### src/rtl/hps_reset_requester.sv
// Issues timed active-low cold/warm/debug reset requests toward the HPS, tracks the
// h2f_reset_n acknowledgement and reports each outcome on the STM hardware-event bus.
module hps_reset_requester #(
    parameter int unsigned PULSE_CYCLES   = 16,
    parameter int unsigned ACK_TIMEOUT    = 50000000,
    parameter int unsigned HOLDOFF_CYCLES = 1024,
    parameter int unsigned CNT_W          = 32
) (
    input  logic        clk_clk,
    input  logic        reset_reset_n,
    input  logic        req_cold,
    input  logic        req_warm,
    input  logic        req_debug,
    input  logic [23:0] user_events,
    input  logic        h2f_reset_n,
    input  logic        clr_timeout,
    output logic        f2h_cold_reset_req_n,
    output logic        f2h_warm_reset_req_n,
    output logic        f2h_debug_reset_req_n,
    output logic [27:0] stm_hwevents,
    output logic        busy,
    output logic        timeout_flag
);

    typedef enum logic [2:0] {
        S_IDLE,
        S_ASSERT,
        S_WAIT_LO,
        S_WAIT_HI,
        S_HOLDOFF
    } state_t;

    typedef enum logic [1:0] {
        SEL_COLD,
        SEL_WARM,
        SEL_DEBUG
    } sel_t;

    localparam logic [CNT_W-1:0] PULSE_LAST = CNT_W'(PULSE_CYCLES - 1);
    localparam logic [CNT_W-1:0] ACK_LAST   = CNT_W'(ACK_TIMEOUT - 1);
    localparam logic [CNT_W-1:0] HOLD_LAST  = CNT_W'((HOLDOFF_CYCLES == 0) ? 0 : HOLDOFF_CYCLES - 1);

    state_t           r_state;
    sel_t             r_sel;
    logic [CNT_W-1:0] r_cnt;
    logic [2:0]       r_pend;
    logic [2:0]       r_req_prev;
    logic [2:0]       r_req_n;
    logic [3:0]       r_evt;
    logic [23:0]      r_user_evt;
    logic             r_busy;
    logic             r_tflag;
    logic             r_h2f_meta;
    logic             r_h2f_s;

    logic [2:0]       w_req_now;
    logic [2:0]       w_rise;
    logic [2:0]       w_grant;
    logic [CNT_W-1:0] w_cnt_inc;
    logic             w_ack_wait;
    logic             w_timeout;

    assign w_req_now = {req_debug, req_warm, req_cold};
    assign w_rise    = w_req_now & ~r_req_prev;

    // Fixed priority: bit0 cold, bit1 warm, bit2 debug.
    assign w_grant = r_pend[0] ? 3'b001 :
                     r_pend[1] ? 3'b010 :
                     r_pend[2] ? 3'b100 : 3'b000;

    assign w_cnt_inc  = (r_cnt == {CNT_W{1'b1}}) ? r_cnt : r_cnt + 1'b1;
    assign w_ack_wait = ((r_state == S_WAIT_LO) && r_h2f_s) ||
                        ((r_state == S_WAIT_HI) && !r_h2f_s);
    assign w_timeout  = w_ack_wait && (r_cnt == ACK_LAST);

    // h2f_reset_n is asynchronous; only the synchronized copy is ever used.
    always_ff @(posedge clk_clk or negedge reset_reset_n) begin
        if (!reset_reset_n) begin
            r_h2f_meta <= 1'b1;
            r_h2f_s    <= 1'b1;
            r_req_prev <= 3'b000;
            r_user_evt <= 24'd0;
        end else begin
            r_h2f_meta <= h2f_reset_n;
            r_h2f_s    <= r_h2f_meta;
            r_req_prev <= w_req_now;
            r_user_evt <= user_events;
        end
    end

    always_ff @(posedge clk_clk or negedge reset_reset_n) begin
        if (!reset_reset_n) begin
            r_state <= S_IDLE;
            r_sel   <= SEL_COLD;
            r_cnt   <= '0;
            r_pend  <= 3'b000;
            r_req_n <= 3'b111;
            r_evt   <= 4'b0000;
            r_busy  <= 1'b0;
            r_tflag <= 1'b0;
        end else begin
            r_evt  <= 4'b0000;
            r_pend <= r_pend | w_rise;

            case (r_state)
                S_IDLE: begin
                    if (|r_pend) begin
                        r_pend  <= (r_pend & ~w_grant) | w_rise;
                        r_req_n <= ~w_grant;
                        r_sel   <= r_pend[0] ? SEL_COLD : (r_pend[1] ? SEL_WARM : SEL_DEBUG);
                        r_cnt   <= '0;
                        r_busy  <= 1'b1;
                        r_state <= S_ASSERT;
                    end
                end

                S_ASSERT: begin
                    if (r_cnt == PULSE_LAST) begin
                        r_req_n <= 3'b111;
                        r_cnt   <= '0;
                        if (r_sel == SEL_DEBUG) begin
                            r_evt[2] <= 1'b1;
                            r_state  <= S_HOLDOFF;
                        end else begin
                            r_state  <= S_WAIT_LO;
                        end
                    end else begin
                        r_cnt <= w_cnt_inc;
                    end
                end

                S_WAIT_LO: begin
                    if (!r_h2f_s) begin
                        r_cnt   <= '0;
                        r_state <= S_WAIT_HI;
                    end else if (w_timeout) begin
                        r_evt[3] <= 1'b1;
                        r_cnt    <= '0;
                        r_state  <= S_HOLDOFF;
                    end else begin
                        r_cnt <= w_cnt_inc;
                    end
                end

                S_WAIT_HI: begin
                    if (r_h2f_s) begin
                        if (r_sel == SEL_WARM) begin
                            r_evt[1] <= 1'b1;
                        end else begin
                            r_evt[0] <= 1'b1;
                        end
                        r_cnt   <= '0;
                        r_state <= S_HOLDOFF;
                    end else if (w_timeout) begin
                        r_evt[3] <= 1'b1;
                        r_cnt    <= '0;
                        r_state  <= S_HOLDOFF;
                    end else begin
                        r_cnt <= w_cnt_inc;
                    end
                end

                S_HOLDOFF: begin
                    if (r_cnt == HOLD_LAST) begin
                        r_cnt   <= '0;
                        r_busy  <= 1'b0;
                        r_state <= S_IDLE;
                    end else begin
                        r_cnt <= w_cnt_inc;
                    end
                end

                default: begin
                    r_req_n <= 3'b111;
                    r_cnt   <= '0;
                    r_busy  <= 1'b0;
                    r_state <= S_IDLE;
                end
            endcase

            // A new timeout wins over a coincident clear.
            if (w_timeout) begin
                r_tflag <= 1'b1;
            end else if (clr_timeout) begin
                r_tflag <= 1'b0;
            end
        end
    end

    assign f2h_cold_reset_req_n  = r_req_n[0];
    assign f2h_warm_reset_req_n  = r_req_n[1];
    assign f2h_debug_reset_req_n = r_req_n[2];
    assign stm_hwevents          = {r_user_evt, r_evt};
    assign busy                  = r_busy;
    assign timeout_flag          = r_tflag;

endmodule

### config.mk
export PLATFORM = sky130hd
export DESIGN_NAME = hps_reset_requester
export DESIGN_NICKNAME = d
export VERILOG_FILES = /design/src/rtl/hps_reset_requester.sv
export SDC_FILE = /design/constraint.sdc
export NUM_CORES = 1
export LEC_CHECK = 0
export BUFFER_PORTS_ARGS = -buffer_cell sky130_fd_sc_hd__buf_2
export CORE_MARGIN = 5
export CORE_UTILIZATION = 50
export CTS_CLUSTER_SIZE = 10
export DETAILED_ROUTE_END_ITERATION = 10
export PLACE_DENSITY = 0.86
export SLEW_MARGIN = 20
export SYNTH_ARGS = -nofsm -noshare
export SYNTH_HDL_FRONTEND = slang
export SYNTH_SLANG_ARGS = --single-unit
### constraint.sdc
create_clock -name clk_clk -period 2 [get_ports clk_clk]
set_input_delay 0.2 -clock clk_clk [delete_from_list [all_inputs] [get_ports clk_clk]]
set_output_delay 0.2 -clock clk_clk [all_outputs]
set_load 0.03 [all_outputs]
==> flow_summary_export.csv, run 1 <==
group,metric,value,unit
drt,viasPerCell,5.65,
power,p_int,3.24,mW
synth,synth_top_cell_by_area,"dfrtp_1",
job,maxCapViolCount,0,
worst_setup_path,criticalPathCategory,"register to register",
synth,yosysMostFrequentCell,"dfrtp_1",
worst_setup_path,path_buf_inv,0,
layout,diodes,0,
cts,cts_tree,"yes",
placed_design,port_buffers,63,
sta,fin_crit,2.07,ns
worst_setup_path,critPathSlowestCell,"or3_4",
sta,slew_viol_final,0,
worst_setup_path,crit_fanout,8,
power,p_comb_share,38.4,%
drt,drc_errors,0,
synth,synth_edf_count,0,
sta,tightest_slew,0.409,ns
placed_design,gp_congestion,0.939,
synth,async_reset_ff_share,100,%
power,swShare,37.3,%
cts,clock_tree.buffer_depth,2,
drt,final_antenna_net_count,0,
floorplanning,ios,64,
min_path,min_to,"timeout_flag",
worst_setup_path,rr_worst_depth,6,
layout,final_util,72.3,%
cts,cts.root.buffer_cell,"clkbuf_8",
worst_setup_path,endpoint_kind,"register",
placed_design,hpwl,6.47,mm
synth,synth_nets,391,
worst_setup_path,regToRegStartpoint,"r_cnt[9]",
min_path,worst_hold_startpoint,"clr_timeout",
drt,avgRoutedWirePerCell,15.9,um
worst_setup_path,cp.required,2.24,ns
synth,synthDistinctLibCells,57,
synth,yosys_most_used_dff,"dfrtp_1",
floorplanning,die-height,94.9,um
synth,ys_seq_area_share,54.4,%
sta,setup_viol,16,
floorplanning,core-area,7140,um^2
layout,regArea,1960,um^2
worst_setup_path,cp_cell_sequence,"nand4_1 > or3_4 > o31a_1 > nand3_1 > xor2_1 > o21ai_1",
layout,area_growth,43.2,%
layout,drive_gt1_share,35.3,%
floorplanning,start_util,50.5,%
drt,drtIter0Drc,261,
cts,cts.sinks,78,
layout,nets,546,
sta,fin_skew,0.0109,ns
floorplanning,die_w,94.9,um
floorplanning,rows,31,
synth,syn_avg_cell_area,10.0,um^2
floorplanning,dieArea,9000,um^2
worst_setup_path,critical_path.top_delay_family,"simple AND/OR/NAND/NOR gates",
status,violations,"setup timing",
synth,syn_area,3600,um^2
global_routing,grt_use_total,23.3,%
sta,max_freq,482,MHz
global_routing,grt_pass1_wl,16.4,mm
power,leakagePower,2.45,nW
sta,relSlewSlack,72.8,%
sta,rsz0062_at_grt,"true",
synth,synth.area.top_cells,"dfrtp_1 51%, nand3_1 3.8%, dfstp_2 3.6%, nand2_1 3.3%, a31oi_1 2.6%",
min_path,hold_class,"input pin to register",
global_routing,antenna_found_initial,0,
power,vdd_drop_max,707,uV
synth,yosysTopAreaCellShare,50.7,%
status,status,"finished with violations",
drt,drtPass1Iterations,7,
global_routing,grt_pass1_vias,3460,
power,p_switching,1.93,mW
power,seq_power_share,37.4,%
global_routing,grt_max_degree,47,
synth,syn-instance-count,359,
power,power_density,1000,nW/um^2
drt,dr_total_vias,3490,
cts,cts_buffers,9,
cts,path_clk_slew,0.08,ns
layout,multi_input_area,1670,um^2
sta,fin_crit_sh,104,%
worst_setup_path,rr_endpoint,"r_cnt[13]",
worst_setup_path,critPathMaxStageDelay,0.50,ns
sta,setup_ws,-0.0745,ns
min_path,hold_depth,2,
cts,insertion_delay,0.36,ns
cts,h-tree-depth,3,
power,p_clk_share,24.2,%
drt,wl,9.83,mm
synth,synth_seq_cells,78,
synth,synth_commonest_cells,"73 x dfrtp_1, 32 x nand2_1, 27 x nand3_1",
global_routing,grt.overflow.total,0,
worst_setup_path,cp.arrival,2.32,ns
layout,n_fill_cell,517,
sta,setup_tns,-0.533,ns
worst_setup_path,cp-start-kind,"register",
worst_setup_path,worst-r2r-setup-slack,-0.07,ns
sta,hold_viol_final,0,
synth,synth_warnings,0,
## layout make-up
| class | count | share of cell area [%] |
|---|---|---|
| sequential | 78 | 38.0 |
| multi-input combinational | 255 | 32.4 |
| timing repair buffer | 157 | 22.1 |
| clock buffer | 9 | 2.40 |
| tap | 99 | 2.40 |
| clock inverter | 7 | 1.80 |
| inverter | 13 | 0.946 |
## cell usage in the layout (no fill, tap or decap), types with 3 or more instances in the layout
cell type and instances:
dfrtp_1 72, buf_2 62, buf_4 62, nand2_1 32
dlygate4sd3_1 29, nand3_1 24, nor2_1 22, a21oi_1 18
nor3_1 14, o21ai_0 14, a31oi_1 14, inv_1 13
nand4_1 11, a21o_1 11, clkbuf_8 9, and3_1 6
or3_1 6, nand2b_1 5, a22o_1 5, o21ai_1 5
dfstp_2 5, xor2_1 4, nor4_4 3, nand3_2 3
nor3_4 3, o21ai_2 3, o21a_1 3, clkinv_4 3
buf_12 3
## power groups by stage
stage	Clock, mW	Sequential [mW]	Combinational [mW]
after floorplan	0	2.06	1.12
after global placement	0	1.94	1.82
after detailed placement	0	1.95	1.89
after CTS	1.27	1.93	1.95
after global routing	1.35	1.96	2.18
final	1.25	1.93	1.98
## logic make-up after synthesis
kind of cell | Yosys count | synth area share [%]
buf+inv | 26 | 3.09
fa+ha+maj | 1 | 0.347
flops | 78 | 54.4
simple gates | 155 | 23.1
mux | 2 | 0.556
xor+xnor | 6 | 1.46
compound gates | 91 | 17.1
## sequential cells by signal, indices dropped and copies added, names as in the netlist
register,flops
r_req_n,3
r_evt,4
busy,1
r_h2f_meta,1
r_h2f_s,1
r_cnt,32
r_state,3
r_sel,2
timeout_flag,1
r_user_evt,24
r_req_prev,3
r_pend,3
## per-stage QoR
| stage | cells | setup WS (ns) | power, mW | hold slack (ns) | instance area, um^2 |
|---|---|---|---|---|---|
| 2_1_floorplan | 359 | 0.0267 | 3.18 | -0.0956 | 3610 |
| 3_3_place_gp | 568 | -0.0458 | 3.76 | 0.153 | 4480 |
| 3_5_place_dp | 568 | -0.0760 | 3.84 | 0.158 | 4480 |
| 4_1_cts | 618 | -0.0260 | 5.14 | 0.0146 | 5100 |
| 5_1_grt | 618 | -0.148 | 5.49 | 0.0354 | 5160 |
| 6_report | 618 | -0.0745 | 5.16 | 0.0348 | 5160 |
## per-layer routing
| layer | track usage, % | vias to the layer above | routed length [um] |
|---|---|---|---|
| met5 | 0 | - | 0 |
| met4 | 9.86 | 0 | 215 |
| met1 | 30.6 | 1691 | 4070 |
| met2 | 37.5 | 158 | 4870 |
| li1 | - | 1621 | - |
| met3 | 4.78 | 20 | 675 |
## repair_timing
action,in CTS,in global routing
hold buffers,29,0
buffers inserted,5,0
setup endpoints to repair,27,39
gates resized for setup,15,13
pin swaps,8,7
hold endpoints to repair,57,0
## worst register-to-register path: cells and delay by family (launching register included)
family           cells  cell delay [ns]
flip-flops           1             0.48
AO/OA/AOI/OAI        2             0.51
AND/OR/NAND/NOR      3             0.83
XOR/XNOR             1             0.16
## worst max-delay path by stage
stage	cells past startpoint	slack, ns	to	start
6_report	6	-0.07	r_cnt[13]	r_cnt[9]
3_5_place_dp	6	-0.08	r_state[2]	r_cnt[26]
5_1_grt	8	-0.15	r_cnt[9]	r_cnt[27]
3_3_place_gp	7	-0.05	r_cnt[28]	r_cnt[26]
4_1_cts	7	-0.03	r_req_n[0]	r_cnt[13]
2_1_floorplan	8	0.03	r_cnt[28]	r_cnt[0]
(Power assumes the default switching activity.)
==> inputs of run 2 (changes only) <==
Settings changed: CORE_ASPECT_RATIO set to 1.2.
==> run 2 against run 1 <==
  * The run still ends with setup timing left
  * First-iteration DRC count grew to 2.6 times the previous value
  * Critical path depth is the same
  * Clock power grew 5%
  * Via count grew 21%
  * Count of clock-buffer cells in the layout grew 1
  * Critical path type unchanged
  * Largest power group unchanged
  * Highest routed layer unchanged
==> flow_summary_export.csv, run 2 (synthesis gave the netlist of run 1 again) <==
group,metric,value,unit
placed_design,hpwl,6.86,mm
sta,max_freq,430,MHz
placed_design,gp_congestion,0.917,
status,violations,"setup timing",
cts,cts_tree,"yes",
layout,largest_reg_flops,32,
sta,fin_skew,0.0147,ns
status,status,"finished with violations",
power,leakagePower,2.65,nW
floorplanning,core-area,7150,um^2
sta,setup_tns,-6.54,ns
global_routing,grt.overflow.total,0,
worst_setup_path,rr_worst_depth,6,
global_routing,grt_max_degree,41,
layout,area_growth,58.8,%
worst_setup_path,criticalPathCategory,"register to register",
cts,h-tree-depth,3,
sta,setup_viol,36,
global_routing,grt_pass1_wl,20.6,mm
layout,nets,568,
worst_setup_path,critPathMaxStageDelay,0.58,ns
layout,drive_gt1_share,45.1,%
sta,fin_crit_sh,116,%
drt,drtPass1Iterations,6,
worst_setup_path,cp.required,2.27,ns
cts,path_clk_slew,0.09,ns
cts,cts.sinks,78,
global_routing,grt_pass1_vias,4159,
sta,hold_viol_final,0,
worst_setup_path,rr_endpoint,"r_cnt[26]",
drt,viasPerCell,6.70,
drt,dr_total_vias,4230,
worst_setup_path,regToRegStartpoint,"r_cnt[4]",
sta,rsz0062_at_grt,"true",
drt,avgRoutedWirePerCell,24.2,um
power,finalPower,6.77,mW
sta,setup_ws,-0.328,ns
worst_setup_path,endpoint_kind,"register",
drt,wl,15.2,mm
worst_setup_path,worst-r2r-setup-slack,-0.33,ns
layout,diodes,0,
floorplanning,start_util,50.4,%
job,maxCapViolCount,0,
floorplanning,die-height,103,um
sta,fin_crit,2.33,ns
sta,slew_viol_final,0,
drt,drc_errors,0,
floorplanning,ios,64,
global_routing,grt_use_total,29.9,%
placed_design,place_ws,-0.144,ns
worst_setup_path,cp-start-kind,"register",
cts,cts.root.buffer_cell,"clkbuf_8",
layout,layout_commonest_cell,"buf_4",
power,vdd_drop_max,891,uV
worst_setup_path,cp_cell_sequence,"nand4_4 > nor3_2 > nand3_1 > or3_1 > a21o_1 > a21o_1",
worst_setup_path,endpoint,"r_cnt[26]",
floorplanning,rows,34,
global_routing,antenna_found_initial,0,
layout,layout_common_cells,"70 x buf_4, 68 x dfrtp_1, 62 x buf_2, 29 x nand2_1, 29 x dlygate4sd3_1",
layout,final_util,80.0,%
floorplanning,die_w,87.5,um
worst_setup_path,crit_fanout,4,
worst_setup_path,critPathSlowestCell,"dfrtp_1",
sta,tightest_slew,0.603,ns
layout,stdcell_area,5720,um^2
floorplanning,dieArea,9010,um^2
worst_setup_path,startpoint,"r_cnt[4]",
power,power_density,1180,nW/um^2
layout,reg_top3,"r_cnt: 32 flops, r_user_evt: 24 flops, r_evt: 4 flops",
placed_design,port_buffers,63,
drt,final_antenna_net_count,0,
cts,clock_tree.buffer_depth,2,
drt,drtIter0Drc,674,
cts,insertion_delay,0.37,ns
min_path,hold_class,"input pin to register",
worst_setup_path,cp.arrival,2.59,ns
placed_design,postPlaceCellArea,4470,um^2
sta,relSlewSlack,59.5,%
worst_setup_path,cpMostUsedCell,"a21o_1",
layout,top_register,"r_cnt",
cts,cts_buffers,9,
run 2: changes by cell type in the layout (fill, tap and decap cells not counted), sizes merged:
cell | before | now
inv | 15 | 16
buf | 128 | 150
clkbuf | 9 | 10
clkinv | 4 | 2
run 2: layout make-up:
type                            instances  area (um^2)
Multi-Input combinational cell        255         1950
Timing Repair Buffer                  179         1430
Clock buffer                           10          138
Inverter                               13         48.8
Fill cell                             354         1430
Tap cell                               90          113
Clock inverter                          6         76.3
Sequential cell                        78         1960
run 2: per-layer routing:
layer  part of all wire (%)  wire [um]  global-route usage (%)
met1                     33       4960                    32.2
met2                     49       7460                    52.7
met3                     11       1680                    8.15
met4                    7.5       1150                    16.5
met5                      0          0                       0
run 2: power breakdown:
| part | switching, mW | internal, mW | total [mW] |
|---|---|---|---|
| sequential | 0.218 | 1.78 | 1.99 |
| clock | 0.672 | 0.633 | 1.31 |
| combinational | 1.85 | 1.62 | 3.47 |
run 2: worst max-delay path, delay by kind of cell (launching register included):
kind / cells / cell delay [ns]
compound gates: 2 / 0.37
simple gates: 4 / 1.26
flops: 1 / 0.58
run 2: how the worst min path moves through the flow:
stage,end,slack [ns],startpoint,cells after the start
final,timeout_flag,0.03,clr_timeout,2
after global routing,timeout_flag,0.03,clr_timeout,2
after CTS,timeout_flag,0.04,clr_timeout,2
after detailed placement,r_cnt[20],0.21,reset_reset_n,1
after global placement,r_cnt[20],0.20,reset_reset_n,1
after floorplan,busy,-0.1,reset_reset_n,0
run 2: timing repair:
| item | in CTS | in global routing |
|---|---|---|
| pin swaps | 23 | 33 |
| gates resized for setup | 44 | 63 |
| cloned | 5 | 0 |
| buffers inserted | 13 | 11 |
| hold endpoints to repair | 63 | 0 |
| endpoints found under the setup margin | 29 | 38 |
| hold buffers | 29 | 0 |
run 2: stage by stage:
stage / std cells / hold WS, ns
2_1_floorplan: 359 / -0.0956
3_3_place_gp: 559 / 0.205
3_5_place_dp: 559 / 0.211
4_1_cts: 622 / 0.0367
5_1_grt: 631 / 0.0312
6_report: 631 / 0.0252
==> inputs of run 3 (changes only) <==
==> constraint.sdc (replaced) <==
create_clock -name clk_clk -period 2 [get_ports clk_clk]
set_input_delay 0.1 -clock clk_clk [delete_from_list [all_inputs] [get_ports clk_clk]]
set_output_delay 0.1 -clock clk_clk [all_outputs]
set_load 0.03 [all_outputs]
==> run 3 against run 2 <==
  * Clock skew is 0.0057 ns lower
  * Core utilization down 5.3 points
  * Highest routed layer unchanged
  * Maximum frequency grew 6.0%
  * The run still ends with setup timing left
  * Flip-flop and latch count stayed put
  * Cell count down 2.4%
  * Hold slack better by 0.19 ns
==> flow_summary_export.csv, run 3 (synthesis gave the netlist of run 1 again) <==
group,metric,value,unit
status,status,"finished with violations",
status,violations,"setup timing",
drt,drtIter0Drc,471,
global_routing,antenna_found_initial,0,
placed_design,port_buffers,63,
worst_setup_path,regToRegStartpoint,"r_cnt[8]",
power,vdd_drop_max,749,uV
cts,cts.sinks,78,
worst_setup_path,cp_cell_sequence,"nand4_1 > or3_4 > o31a_1 > buf_12 > a21o_1 > a31oi_1",
power,leakagePower,2.49,nW
job,maxCapViolCount,0,
worst_setup_path,cp-start-kind,"register",
worst_setup_path,cp.required,2.29,ns
layout,top_register,"r_cnt",
floorplanning,core-area,7150,um^2
worst_setup_path,critPathMaxStageDelay,0.53,ns
worst_setup_path,endpoint_kind,"register",
sta,rsz0062_at_grt,"true",
sta,whs,0.214,ns
sta,fin_crit_sh,110,%
cts,path_clk_slew,0.09,ns
power,finalPower,5.94,mW
cts,cts.root.buffer_cell,"clkbuf_8",
sta,setup_ws,-0.197,ns
worst_setup_path,endpoint,"r_cnt[31]",
cts,insertion_delay,0.37,ns
global_routing,grt_pass1_vias,4015,
floorplanning,ios,64,
layout,n_fill_cell,400,
sta,fin_crit,2.20,ns
layout,regArea,1960,um^2
drt,wl,12.8,mm
cts,h-tree-depth,3,
drt,drc_errors,0,
worst_setup_path,critPathSlowestCell,"dfrtp_1",
layout,layout_common_cells,"73 x dfrtp_1, 62 x buf_2, 62 x buf_4, 30 x dlygate4sd3_1, 29 x nand2_1",
drt,avgRoutedWirePerCell,20.8,um
layout,nets,553,
placed_design,hpwl,6.78,mm
min_path,hold_class,"input pin to asynchronous set/reset pin",
drt,final_antenna_net_count,0,
worst_setup_path,startpoint,"r_cnt[8]",
global_routing,grt.overflow.total,0,
cts,cts_tree,"yes",
floorplanning,die_w,87.5,um
placed_design,gp_congestion,0.887,
layout,largest_reg_flops,32,
sta,fin_skew,0.00901,ns
sta,setup_viol,32,
sta,max_freq,455,MHz
layout,layout_commonest_cell,"dfrtp_1",
worst_setup_path,rr_endpoint,"r_cnt[31]",
cts,cts_buffers,9,
global_routing,grt_max_degree,47,
worst_setup_path,rr_worst_depth,6,
layout,area_growth,48.2,%
drt,dr_total_vias,3905,
power,power_density,1110,nW/um^2
floorplanning,die-height,103,um
layout,diodes,0,
worst_setup_path,criticalPathCategory,"register to register",
sta,tightest_slew,0.467,ns
worst_setup_path,cp.arrival,2.49,ns
sta,slew_viol_final,0,
global_routing,grt_pass1_wl,19.2,mm
layout,multi_input_area,1760,um^2
worst_setup_path,crit_fanout,7,
cts,clock_tree.buffer_depth,2,
floorplanning,dieArea,9010,um^2
drt,viasPerCell,6.34,
drt,drtPass1Iterations,5,
floorplanning,rows,34,
layout,drive_gt1_share,39.2,%
worst_setup_path,worst-r2r-setup-slack,-0.20,ns
layout,reg_top3,"r_cnt: 32 flops, r_user_evt: 24 flops, r_evt: 4 flops",
global_routing,grt_use_total,27.9,%
sta,hold_viol_final,0,
floorplanning,start_util,50.4,%
sta,relSlewSlack,68.9,%
## run 3: changes by cell type in the layout (fill, tap and decap cells not counted), sizes merged
| cell | before | now |
|---|---|---|
| buf | 150 | 133 |
| bufinv | 1 | 0 |
| clkbuf | 10 | 11 |
| clkinvlp | 0 | 1 |
| dlygate4sd3 | 29 | 30 |
## run 3: critical path: cells and delay by family (launching register included)
family                 cells  cell delay, ns
AND/OR/NAND/NOR            2            0.71
AO/OA/AOI/OAI              3            0.71
buffers and inverters      1            0.17
flip-flops                 1            0.53
## run 3: worst min-delay path by stage
| stage | from | endpoint | slack, ns | cells after the start |
|---|---|---|---|---|
| final | reset_reset_n | r_cnt[24] | 0.21 | 2 |
| after global routing | reset_reset_n | r_sel[0] | 0.26 | 2 |
| after CTS | reset_reset_n | r_req_prev[1] | 0.23 | 2 |
| after detailed placement | reset_reset_n | r_cnt[17] | 0.08 | 1 |
| after global placement | reset_reset_n | r_cnt[21] | 0.07 | 1 |
| after floorplan | reset_reset_n | busy | -0.20 | 0 |
## run 3: final cells by class
cell class,instances,area share [%]
repair buffers,164,23.8
clock buffers,10,2.58
well taps,90,2.11
flip-flops and latches,78,36.7
clock inverters,6,0.961
inverters,13,0.914
multi-input cells,255,33.0
## run 3: per-stage QoR
stage	area (um^2)	utilization [%]	setup WS (ns)	instances	setup TNS (ns)
after floorplan	3610	-	0.0267	359	0
after global placement	4430	61.9	-0.0629	555	-0.605
after detailed placement	4430	61.9	-0.119	555	-1.68
after CTS	5140	72.0	-0.0653	610	-0.846
after global routing	5340	74.7	-0.261	616	-5.97
final	5340	74.7	-0.197	616	-3.76
## run 3: routing by layer
metal / routed length, um / global-route usage [%] / up-vias
li1: - / - / 1637
met1: 4490 / 30.3 / 1849
met2: 6420 / 49.1 / 319
met3: 1090 / 6.95 / 100
met4: 830 / 15.7 / 0
met5: 0 / 0 / -
## run 3: what timing repair did
action / in CTS / in global routing
endpoints found under the setup margin: 30 / 36
buffers inserted: 7 / 5
cloned: 2 / 1
hold buffers: 30 / 0
gates resized for setup: 25 / 28
pin swaps: 12 / 8
endpoints found under the hold margin: 59 / 0
## run 3: where the power goes
part           switching (mW)  total (mW)  internal [mW]
Combinational            1.50        2.79           1.29
Sequential              0.213        1.99           1.78
Clock                   0.664        1.17          0.502
